==> src/rtl/serial_subtractor_if.sv <==
// Handshake and data bundle for serial_subtractor.
// With SERIAL_SUBTRACTOR_ZERO_FLAG_EN defined the bundle also carries a
// registered zero flag for the most recent result.
interface serial_subtractor_if #(
    parameter int W = 4
);
    logic         start;
    logic [W-1:0] a;
    logic [W-1:0] b;
    logic         busy;
    logic         done;
    logic [W-1:0] diff;
    logic         borrow_out;
`ifdef SERIAL_SUBTRACTOR_ZERO_FLAG_EN
    logic         zero;

    modport master (output start, output a, output b,
                    input busy, input done, input diff, input borrow_out, input zero);
    modport slave  (input start, input a, input b,
                    output busy, output done, output diff, output borrow_out, output zero);
`else
    modport master (output start, output a, output b,
                    input busy, input done, input diff, input borrow_out);
    modport slave  (input start, input a, input b,
                    output busy, output done, output diff, output borrow_out);
`endif
endinterface

==> src/rtl/serial_subtractor.sv <==
// Bit-serial W-bit subtractor: computes a - b LSB first, one bit per clock,
// chaining a full-subtractor cell through a registered borrow flip-flop.
// The result and final borrow update only when the last bit is processed
// and hold their value until the next result replaces them.
// Optional macro SERIAL_SUBTRACTOR_ZERO_FLAG_EN adds a registered zero flag.
module serial_subtractor #(
    parameter int W = 4
) (
    input  logic               clk,
    input  logic               rst,
    serial_subtractor_if.slave bus
);
    localparam int CW = $clog2(W + 1);

    typedef enum logic [1:0] {
        IDLE  = 2'd0,
        SHIFT = 2'd1,
        DONE  = 2'd2
    } state_t;

    state_t        state_r;
    state_t        state_next_s;
    logic [W-1:0]  a_sh_r;
    logic [W-1:0]  b_sh_r;
    logic [W-1:0]  acc_r;
    logic [W-1:0]  acc_next_s;
    logic [W-1:0]  diff_r;
    logic [CW-1:0] count_r;
    logic          borrow_r;
    logic          borrow_out_r;
    logic          d_s;
    logic          br_next_s;
    logic          last_s;
    logic          busy_s;
    logic          done_s;

    // Full-subtractor difference bit.
    function automatic logic sub_diff(input logic ai, input logic bi, input logic br);
        return ai ^ bi ^ br;
    endfunction

    // Full-subtractor borrow out of the current bit position.
    function automatic logic sub_borrow(input logic ai, input logic bi, input logic br);
        return (~ai & bi) | (~(ai ^ bi) & br);
    endfunction

    // Bit cell on the current LSBs plus the accumulator with the new bit at its MSB.
    always_comb begin
        d_s            = sub_diff(a_sh_r[0], b_sh_r[0], borrow_r);
        br_next_s      = sub_borrow(a_sh_r[0], b_sh_r[0], borrow_r);
        acc_next_s     = acc_r >> 1;
        acc_next_s[W-1] = d_s;
        last_s         = (count_r == CW'(W - 1));
    end

    // State register; reset aborts any operation in flight.
    always_ff @(posedge clk or posedge rst) begin
        if (rst) begin
            state_r <= IDLE;
        end else begin
            state_r <= state_next_s;
        end
    end

    // Next-state logic: start is only honoured from IDLE.
    always_comb begin
        state_next_s = state_r;
        case (state_r)
            IDLE: begin
                if (bus.start) begin
                    state_next_s = SHIFT;
                end else begin
                    state_next_s = IDLE;
                end
            end
            SHIFT: begin
                if (last_s) begin
                    state_next_s = DONE;
                end else begin
                    state_next_s = SHIFT;
                end
            end
            DONE:    state_next_s = IDLE;
            default: state_next_s = IDLE;
        endcase
    end

    // Status decode straight from the state register.
    always_comb begin
        busy_s = 1'b0;
        done_s = 1'b0;
        case (state_r)
            IDLE: begin
                busy_s = 1'b0;
                done_s = 1'b0;
            end
            SHIFT: begin
                busy_s = 1'b1;
                done_s = 1'b0;
            end
            DONE: begin
                busy_s = 1'b1;
                done_s = 1'b1;
            end
            default: begin
                busy_s = 1'b0;
                done_s = 1'b0;
            end
        endcase
    end

    // Operand shifting, borrow chaining and result capture on the final bit.
    always_ff @(posedge clk or posedge rst) begin
        if (rst) begin
            a_sh_r       <= {W{1'b0}};
            b_sh_r       <= {W{1'b0}};
            acc_r        <= {W{1'b0}};
            count_r      <= {CW{1'b0}};
            borrow_r     <= 1'b0;
            diff_r       <= {W{1'b0}};
            borrow_out_r <= 1'b0;
        end else begin
            case (state_r)
                IDLE: begin
                    if (bus.start) begin
                        a_sh_r   <= bus.a;
                        b_sh_r   <= bus.b;
                        acc_r    <= {W{1'b0}};
                        count_r  <= {CW{1'b0}};
                        borrow_r <= 1'b0;
                    end else begin
                        count_r  <= count_r;
                    end
                end
                SHIFT: begin
                    a_sh_r   <= a_sh_r >> 1;
                    b_sh_r   <= b_sh_r >> 1;
                    acc_r    <= acc_next_s;
                    borrow_r <= br_next_s;
                    count_r  <= count_r + CW'(1);
                    if (last_s) begin
                        diff_r       <= acc_next_s;
                        borrow_out_r <= br_next_s;
                    end else begin
                        diff_r       <= diff_r;
                    end
                end
                default: begin
                    count_r <= count_r;
                end
            endcase
        end
    end

`ifdef SERIAL_SUBTRACTOR_ZERO_FLAG_EN
    logic zero_r;

    // Zero flag follows the result register, updated only with a new result.
    always_ff @(posedge clk or posedge rst) begin
        if (rst) begin
            zero_r <= 1'b0;
        end else if ((state_r == SHIFT) && last_s) begin
            zero_r <= (acc_next_s == {W{1'b0}});
        end else begin
            zero_r <= zero_r;
        end
    end

    assign bus.zero = zero_r;
`endif

    assign bus.busy       = busy_s;
    assign bus.done       = done_s;
    assign bus.diff       = diff_r;
    assign bus.borrow_out = borrow_out_r;

endmodule

==> src/flat_wrapper.sv <==
// flat-port wrapper written by rule: the top's interface ports become plain ports
module serial_subtractor_flat 
#(
    parameter int W = 4
)
  (clk, rst, bus_start, bus_a, bus_b, bus_busy, bus_done, bus_diff, bus_borrow_out);
  serial_subtractor_if #(.W(W)) bus_i ();
  input  logic clk;
  input  logic rst;
  input wire logic [$bits(bus_i.start)-1:0] bus_start;
  input wire logic [$bits(bus_i.a)-1:0] bus_a;
  input wire logic [$bits(bus_i.b)-1:0] bus_b;
  output wire logic [$bits(bus_i.busy)-1:0] bus_busy;
  output wire logic [$bits(bus_i.done)-1:0] bus_done;
  output wire logic [$bits(bus_i.diff)-1:0] bus_diff;
  output wire logic [$bits(bus_i.borrow_out)-1:0] bus_borrow_out;
  assign bus_i.start = bus_start;
  assign bus_i.a = bus_a;
  assign bus_i.b = bus_b;
  assign bus_busy = bus_i.busy;
  assign bus_done = bus_i.done;
  assign bus_diff = bus_i.diff;
  assign bus_borrow_out = bus_i.borrow_out;
  serial_subtractor #(.W(W)) u_core (.clk(clk), .rst(rst), .bus(bus_i));
endmodule
==> config.mk <==
export PLATFORM = sky130hd
export DESIGN_NAME = serial_subtractor_flat
export DESIGN_NICKNAME = d
export VERILOG_FILES = /design/src/rtl/serial_subtractor_if.sv /design/src/rtl/serial_subtractor.sv /design/src/flat_wrapper.sv
export SDC_FILE = /design/constraint.sdc
export NUM_CORES = 1
export LEC_CHECK = 0
export CAP_MARGIN = 20
export CORE_MARGIN = 2
export CORE_UTILIZATION = 50
export CTS_CLUSTER_SIZE = 25
export DETAILED_ROUTE_END_ITERATION = 6
export PLACE_DENSITY = 0.82
export SLEW_MARGIN = 20
export SYNTH_ARGS = -nofsm -noshare
export SYNTH_HDL_FRONTEND = slang
export SYNTH_SLANG_ARGS = --single-unit
==> constraint.sdc <==
create_clock -name clk -period 1.5 [get_ports clk]
set_input_delay 0.225 -clock clk [delete_from_list [all_inputs] [get_ports clk]]
set_output_delay 0.225 -clock clk [all_outputs]
set_load 0.02 [all_outputs]
==> results.toml <==
[run_status]
status = "finished clean"

[logic_synthesis]
synth.most_common_cell = "dfrtp_1"
syn-num-nets = 102
yosys.area.top_type_share = 0.530
ys.flop_type = "dfrtp_1"
syn_area_per_cell_um2 = 12.2
synth-seq-area-share = 0.530
synth-async-reset-ratio = 1.00
synthTopCellsByArea = "dfrtp_1, ha_1, a221oi_2"
netlist_instances = 85
synth_cell_types = 25
netlist_area_um2 = 1040
synth_common_cells = "dfrtp_1, inv_1, nand2_1"
yosysTopAreaCell = "dfrtp_1"
synth_edf_count = 0
ys_ff_latch = 22
synth_warnings = 0

[worst_setup_path]
reg2reg_from = "u_core.state_r[1]$_DFF_PP0_"
cp.required_ns = 1.27
reg2regPathDepth = 5
worstPathMaxFanout = 2
r2r_setup_slack_ns = 0.06
slowest_delay_ns = 0.40
crit_chain = "inv_1 > buf_4 > ha_1 > buf_2"
worst-setup-path-type = "register to output pin"
reg2reg_to = "u_core.a_sh_r[1]$_DFFE_PP0P_"
end_kind = "output pin"
start_kind = "register"
arrival_ns = 1.22
crit_slowest_cell = "dfrtp_1"

[pwr]
power.density_nw_per_um2 = 2310
p_leak_nw = 0.655
irDropWorstVdd_mv = 1.33

[layout]
area_delta_synth_final_pct = 31.7
drive_gt1_frac = 0.313
antenna_cells = 0
fill_cells = 156
final_nets = 133
multi_input_area_um2 = 438
seq_area_um2 = 551

[clocking]
cts_root_buffer = "clkbuf_4"
cts_resized = 13
post_cts_buffers = 0
cts_tree = "done"
clkTransAtPathRegs_ns = 0.12
cts_sinks = 22
clk_latency_ns = 0.31
clock_path_buffers = 2
ctsHoldBuffers = 0
htreeDepth = 1
cts_made_buffers = 3

[sta]
finalCritPeriodShare = 0.962
drv_slew = 0
setup_viol = 0
finalCriticalPeriod_ns = 1.44
skew_ns = 0.00281
fin_ws_ns = 0.0572
worst_pin_slew_ns = 0.278
max_freq_mhz = 693
finalHoldViolCount = 0
rsz0062_at_grt = "false"
relSlewSlack = 0.814
timing.hold.ws_ns = 0.230

[global_routing]
grt_max_degree = 23
grt_usage = 0.187
grt_pass1_vias = 744
gr-total-overflow = 0
grt_pass1_wl_mm = 3.41
grt_antenna_before_repair = 0

[route]
final_antenna_net_count = 0
via_per_inst = 5.35
first_pass_iters = 4
drc = 0
wire_per_inst_um = 13.9
drt-initial-drc-count = 8
postRouteWirelength_mm = 1.98
detailroute.via_count = 759

[floorplan]
core-area_um2 = 1960
die_x_um = 49.6
die_y_um = 49.6
rows = 16
ioPinCount = 18
dieArea_um2 = 2460
initial_core_util = 0.529

[placed_design]
place_ws_ns = -0.0438
gp_congestion = 0.810
place_hpwl_mm = 1.39
port_buffers = 17

[run]
maxCapViolCount = 0

[min_path]
hold_path_class = "input pin to asynchronous set/reset pin"
## worst max path at each step
| stage | from | slack (ns) | cells past startpoint | endpoint |
|---|---|---|---|---|
| after floorplan | u_core.state_r[0]$_DFF_PP0_ | 0.11 | 7 | u_core.acc_r[1]$_DFFE_PP0P_ |
| after global placement | u_core.state_r[1]$_DFF_PP0_ | -0.04 | 5 | u_core.b_sh_r[1]$_DFFE_PP0P_ |
| after detailed placement | u_core.state_r[0]$_DFF_PP0_ | -0.04 | 5 | u_core.b_sh_r[1]$_DFFE_PP0P_ |
| after CTS | u_core.bus.diff[3]$_DFFE_PP0P_ | 0.0003 | 1 | bus_diff[3] |
| after global routing | u_core.state_r[1]$_DFF_PP0_ | 0.006 | 5 | u_core.b_sh_r[2]$_DFFE_PP0P_ |
| final | u_core.state_r[0]$_DFF_PP0_ | 0.06 | 4 | bus_done |
## per-stage QoR
step | std cells | area, um2 | TNS (ns) | power, mW | util
6_report | 142 | 1370 | 0 | 3.17 | 0.697
5_1_grt | 142 | 1370 | 0 | 3.40 | 0.697
4_1_cts | 142 | 1350 | 0 | 3.12 | 0.686
3_5_place_dp | 138 | 1300 | -0.146 | 2.69 | 0.664
3_3_place_gp | 138 | 1300 | -0.0957 | 2.65 | 0.664
2_1_floorplan | 85 | 1040 | 0 | 2.15 | -
## power by group
group | internal [mW] | total (mW) | switching (mW)
clock | 0.270 | 0.452 | 0.182
combinational | 0.858 | 1.69 | 0.829
sequential | 0.873 | 1.03 | 0.153
total | 2.00 | 3.17 | 1.16
## per-layer routing
metal  global-route usage  up-vias  wire length, um
li1                     -      363                -
met1                0.248      373              939
met2                0.278       17              917
met3               0.0364        6               64
met4                0.120        0               57
met5                    0        -                0
## sequential cells by signal, indices dropped and copies added, names as in the netlist
signal / count
u_core.a_sh_r: 4
u_core.b_sh_r: 4
u_core.bus.diff: 4
u_core.acc_r: 3
u_core.count_r: 3
u_core.state_r: 2
u_core.borrow_r: 1
u_core.bus.borrow_out: 1
## critical path, delay by kind of cell, from the launching register on
| kind | cells | cell delay (ns) |
|---|---|---|
| flip-flops | 1 | 0.40 |
| buffers and inverters | 3 | 0.38 |
| adder cells (fa/ha/maj) | 1 | 0.13 |
## cell type report
class,count,share of cell area
clock buffer,3,0.0165
clock inverter,1,0.0220
inverter,11,0.0302
multi-input combinational,49,0.320
sequential,22,0.403
tap,27,0.0247
timing repair buffer,29,0.184
## placed cells by master, fill, tap and decap left out, drive strengths merged
master,n
a221oi,3
a22o,4
and2,1
buf,14
bufinv,1
clkbuf,3
clkdlybuf4s50,10
dfrtp,22
dlygate4sd2,3
dlymetal6s2s,2
fa,1
ha,5
inv,11
mux2,4
mux2i,1
nand2,7
nand2b,1
nand3,1
nand3b,1
nor2,2
nor3,1
o21ai,6
o221a,3
o22a,1
o22ai,4
o2bb2ai,1
or3,2
## kinds of logic (layout without fill, tap and decap cells)
logic type / after synthesis / in the layout / synth area share
fa+ha+maj: 6 / 6 / 0.0795
flops: 22 / 22 / 0.530
buf+inv: 14 / 44 / 0.0687
mux: 5 / 5 / 0.0566
simple gates: 16 / 16 / 0.0855
compound gates: 22 / 22 / 0.179
Power figures use the tool's default switching activity.
